## src/rtl/mc_sw_alloc_pkg.sv

```systemverilog
// Shared constants and mode codes for the multicast-capable switch allocator.
package mc_sw_alloc_pkg;

    localparam int unsigned NPORT     = 5;
    localparam int unsigned PW        = 3;
    localparam int unsigned LOCAL_IDX = 4;

    localparam int unsigned PORT_N     = 0;
    localparam int unsigned PORT_E     = 1;
    localparam int unsigned PORT_S     = 2;
    localparam int unsigned PORT_W     = 3;
    localparam int unsigned PORT_LOCAL = LOCAL_IDX;

    typedef enum logic [1:0] {
        MODE_UNICAST = 2'b00,
        MODE_MULTFWD = 2'b01,
        MODE_MULTABS = 2'b10,
        MODE_RSVD    = 2'b11
    } mode_e;

    // Next index in round-robin order.
    function automatic logic [PW-1:0] port_inc(input logic [PW-1:0] p);
        logic [PW-1:0] n;
        n = p + PW'(1);
        if (n >= PW'(NPORT)) begin
            n = '0;
        end
        return n;
    endfunction

endpackage

```

## src/rtl/mc_need_dec.sv

```systemverilog
// Decodes one input's routed port and mode into the set of outputs it must own.
module mc_need_dec
    import mc_sw_alloc_pkg::*;
(
    input  logic [PW-1:0]    port_i,
    input  logic [1:0]       mode_i,
    output logic [NPORT-1:0] need_c_o,
    output logic             valid_c_o
);

    always_comb begin
        need_c_o  = '0;
        valid_c_o = (port_i < PW'(NPORT));
        if (valid_c_o) begin
            need_c_o = NPORT'(1) << port_i;
            // Absorbing multicast also ejects a copy locally.
            if (mode_i == MODE_MULTABS) begin
                need_c_o[LOCAL_IDX] = 1'b1;
            end
        end
    end

endmodule

```

## src/rtl/mc_sw_alloc.sv

```systemverilog
// Round-robin wormhole switch allocator with all-or-nothing multicast-absorb grants.
module mc_sw_alloc
    import mc_sw_alloc_pkg::*;
(
    input  logic                     clk,
    input  logic                     rst_,
    input  logic [NPORT-1:0]         req_i,
    input  logic [NPORT*PW-1:0]      port_i,
    input  logic [NPORT*2-1:0]       mode_i,
    input  logic [NPORT-1:0]         tail_i,
    output logic [NPORT-1:0]         grant_o,
    output logic [NPORT*NPORT-1:0]   sel_o,
    output logic [NPORT-1:0]         busy_o,
    output logic                     err_o
);

    logic [NPORT-1:0]       need_c [NPORT];
    logic [NPORT-1:0]       valid_c;

    logic [NPORT-1:0]       grant_q, grant_d;
    logic [NPORT*NPORT-1:0] sel_q, sel_d;
    logic [NPORT-1:0]       busy_q, busy_d;
    logic                   err_q, err_d;
    logic [PW-1:0]          rr_q, rr_d;

    logic [NPORT-1:0]       gnt_new;
    logic [NPORT-1:0]       claim;
    logic [NPORT-1:0]       rel;

    for (genvar g = 0; g < NPORT; g++) begin : g_dec
        mc_need_dec u_dec (
            .port_i    (port_i[g*PW +: PW]),
            .mode_i    (mode_i[g*2 +: 2]),
            .need_c_o  (need_c[g]),
            .valid_c_o (valid_c[g])
        );
    end

    // Greedy rotating-priority scan; outputs freed by a tail this cycle stay busy until the edge.
    always_comb begin
        logic       found;
        logic [PW-1:0] idx;
        gnt_new = '0;
        claim   = '0;
        err_d   = 1'b0;
        rr_d    = rr_q;
        found   = 1'b0;
        idx     = rr_q;
        for (int k = 0; k < NPORT; k++) begin
            if (req_i[idx] && !grant_q[idx]) begin
                if (!valid_c[idx]) begin
                    err_d = 1'b1;
                end else if ((need_c[idx] & (busy_q | claim)) == '0) begin
                    gnt_new[idx] = 1'b1;
                    claim        = claim | need_c[idx];
                    if (!found) begin
                        found = 1'b1;
                        rr_d  = port_inc(idx);
                    end
                end
            end
            idx = port_inc(idx);
        end
    end

    // Lock bookkeeping: drop slices owned by releasing inputs, then install new owners.
    always_comb begin
        rel     = tail_i & grant_q;
        grant_d = (grant_q & ~rel) | gnt_new;
        sel_d   = sel_q;
        busy_d  = '0;
        for (int o = 0; o < NPORT; o++) begin
            if ((sel_q[o*NPORT +: NPORT] & rel) != '0) begin
                sel_d[o*NPORT +: NPORT] = '0;
            end
            for (int i = 0; i < NPORT; i++) begin
                if (gnt_new[i] && need_c[i][o]) begin
                    sel_d[o*NPORT +: NPORT] = NPORT'(1) << i;
                end
            end
            busy_d[o] = |sel_d[o*NPORT +: NPORT];
        end
    end

    always_ff @(posedge clk or negedge rst_) begin
        if (!rst_) begin
            grant_q <= '0;
            sel_q   <= '0;
            busy_q  <= '0;
            err_q   <= 1'b0;
            rr_q    <= '0;
        end else begin
            grant_q <= grant_d;
            sel_q   <= sel_d;
            busy_q  <= busy_d;
            err_q   <= err_d;
            rr_q    <= rr_d;
        end
    end

    assign grant_o = grant_q;
    assign sel_o   = sel_q;
    assign busy_o  = busy_q;
    assign err_o   = err_q;

endmodule

```

## config.mk

```make
export PLATFORM = sky130hd
export DESIGN_NAME = mc_sw_alloc
export DESIGN_NICKNAME = d
export VERILOG_FILES = /design/src/rtl/mc_sw_alloc_pkg.sv /design/src/rtl/mc_need_dec.sv /design/src/rtl/mc_sw_alloc.sv
export SDC_FILE = /design/constraint.sdc
export NUM_CORES = 1
export LEC_CHECK = 0
export ABC_AREA = 1
export BUFFER_PORTS_ARGS = -buffer_cell sky130_fd_sc_hd__buf_4
export CAP_MARGIN = 15
export CORE_MARGIN = 2
export CORE_UTILIZATION = 35
export CTS_CLUSTER_DIAMETER = 120
export DETAILED_ROUTE_END_ITERATION = 7
export PLACE_DENSITY_LB_ADDON = 0.08
export SYNTH_ARGS = -nofsm -noshare
export SYNTH_HDL_FRONTEND = slang
export SYNTH_SLANG_ARGS = --single-unit
```

## constraint.sdc

```tcl
create_clock -name clk -period 5.17 [get_ports clk]
set_clock_uncertainty 0.2 [all_clocks]
set_input_delay 0.517 -clock clk [delete_from_list [all_inputs] [get_ports clk]]
set_output_delay 0.517 -clock clk [all_outputs]
set_load 0.01 [all_outputs]
```

==> run metrics <==
final setup fails 0; Post-synth ARST share 100.0%; fraction of layout cells with a size suffix above 1 24.39%; port buffer count 72; final hold viol count 0; most frequent cells after synthesis 274 x nand2_1, 152 x inv_1, 105 x nor2_1, 62 x nand3_1, 53 x o21ai_0; Num CTS Buffers 5; worst r2r dst busy_o[1]; HPWL after detailed placement 18330 um; Row Count 43; DRT iter0 DRCs 649; most common cell in the netlist nand2_1; Synth top area share 20.53%; gr ovfl total 0; DRC viols 0; post-route antenna net violation count 0; Mean Syn Cell Area 5.610 um2; Vias/cell 5.345; CTS Hold Bufs 0; count of state elements after synthesis 39; syn nets 940; fmax 0.2023 GHz; GRT Util Overall 29.69%; IO Pins 73; clk slew on worst S/H paths 70 ps; Slew @ Worst Pin 565.3 ps; register area share after synthesis 19.48%; CP Max Fanout 16; die outline area 15290 um2; worst r2r src rr_q[0]; drt total wl 22450 um; Global Route met1 Usage 41.97%; Worst Reg2Reg Path Length in Cells 33; post-layout min period 4944 ps; synthesized area 5010 um2; GPL Wtd Cong 1.053; number of synthesized flops with an enable pin 0; Layout fillers 1527; Synth Flop Type dfrtp_1; crit-path most repeated cell nand2_1; cell count after synthesis 893; crit-path max cell delay 450 ps; CP Launch Type register; Hold Worst Slack 8.996 ps; vias 6462; CP max stage cell dfrtp_2; CP endpoint kind register; Horiz. Die Dim 123.6 um; Yosys cell types 41; 1st-pass router iterations 8; Post-layout nets 1076; vias in the first global route 5798; yosys warns 0; Critical Setup Path Class reg2reg; n_diodes 0; antenna violations before repair 0; data required time of the worst path 5190 ps; clock tree buffer depth 2; H-tree depth 2; M3 GR Usage 3.846%; Critical Path AT 4970 ps; synth-to-layout area growth 33.99%; max_slew headroom 62.02%; Synth area leaders nand2_1 21%, dfrtp_1 19%, inv_1 11%, nor2_1 7.9%, nand3_1 6.2%; # clock sinks 39; Avg WL per Cell 18.57 um; largest area contributor in the netlist nand2_1; R2R Setup Slk 230 ps; Tcrit/Tclk final 95.64%; Clk Latency, worst-skew pair 290 ps; Slew Limit Fails 0; Hold WC Path Type in2async; CTS tree done; maxcap violations 0; Initial Utilization 35.95%; root buffer cell clkbuf_16; status finished, final reports clean; GRT busiest layer met2; largest net degree at the start of global routing 40; first-pass GRT wire length 33670 um; die height 123.6 um; Core ar. 13930 um2; met2 Usage GRT 46.36%
-- worst max-delay path by stage --
stage               slack, ps        end  depth (start not counted)    start
CTS                        20   sel_o[4]                         27  rr_q[1]
global route              -50  busy_o[3]                         34  rr_q[0]
global placement           30   sel_o[4]                         27  rr_q[0]
floorplan                 360  busy_o[0]                         33  rr_q[0]
detailed placement       -0.9  busy_o[0]                         31  rr_q[1]
finish                    230  busy_o[1]                         33  rr_q[0]
-- per-stage QoR --
stage | TNS (ps) | instances | utilization [%] | worst slack, ps | area, um2
3_5_place_dp | -0.8531 | 1192 | 44.20 | -0.8531 | 6160
2_1_floorplan | 0 | 893 | - | 358.4 | 5010
6_report | 0 | 1209 | 48.17 | 225.7 | 6713
4_1_cts | 0 | 1199 | 45.44 | 20.13 | 6332
3_3_place_gp | 0 | 1192 | 44.20 | 25.29 | 6160
5_1_grt | -216.9 | 1209 | 48.17 | -50.05 | 6713
-- cell families after synthesis --
kind of cell               share of synthesized area (%)
xor gates and xnor gates                           1.049
buffers and inverters                              13.61
muxes                                             0.3996
adders and majority gates                          2.498
DFF                                                19.48
AOI/OAI and AO/OA                                  20.35
and+or+nand+nor                                    42.61
-- layout by cell type, fill, tap and decap left out, types with 3 or more instances in the layout --
cell / instances
a21oi_1: 26
a21oi_2: 6
a221o_1: 4
a221oi_1: 5
a32o_1: 5
buf_4: 137
clkbuf_16: 5
dfrtp_1: 36
dfrtp_2: 3
ha_1: 6
inv_1: 145
inv_2: 22
nand2_1: 255
nand2_2: 24
nand2_4: 9
nand3_1: 60
nand3_4: 4
nand3b_1: 7
nand4_1: 6
nor2_1: 97
nor2_2: 9
nor2_4: 8
nor3_1: 7
nor3_2: 3
o2111ai_1: 3
o211ai_1: 16
o21ai_0: 51
o21ai_1: 10
o221ai_1: 15
o22ai_1: 9
-- layer usage --
metal  up-vias  routed length, um
met1      2900               9932
met3        56               1884
met4         0                808
met2       338               9826
li1       3168                  -
met5         -                  0
-- sequential cells by signal (all words and copies together) (netlist names) --
register,cells
busy_o,5
sel_o,25
rr_q,3
err_o,1
grant_o,5
-- critical path, delay by kind of cell, from the launching register on --
family,cells,cell delay (ps)
flip-flops,1,450
AO/OA/AOI/OAI,2,430
XOR/XNOR,3,530
adder cells (fa/ha/maj),3,600
AND/OR/NAND/NOR,18,1890
buffers and inverters,7,750
-- timing repair --
action	in CTS	in global routing
pin swaps	1	12
hold endpoints to repair	0	0
setup buffers	0	10
endpoints found under the setup margin	5	31
gates resized for setup	3	78
-- layout make-up --
type | instances | area (um2) | share of cell area, %
Sequential cell | 39 | 979.7 | 14.59
Tap cell | 180 | 225.2 | 3.355
Clock buffer | 5 | 125.1 | 1.864
Clock inverter | 2 | 37.54 | 0.5592
Inverter | 170 | 646.9 | 9.637
Multi-Input combinational cell | 674 | 3638 | 54.20
Timing Repair Buffer | 139 | 1060 | 15.79
Power is not shown: default switching activity piles up to over one toggle a cycle in this logic, so the estimate is an artifact.
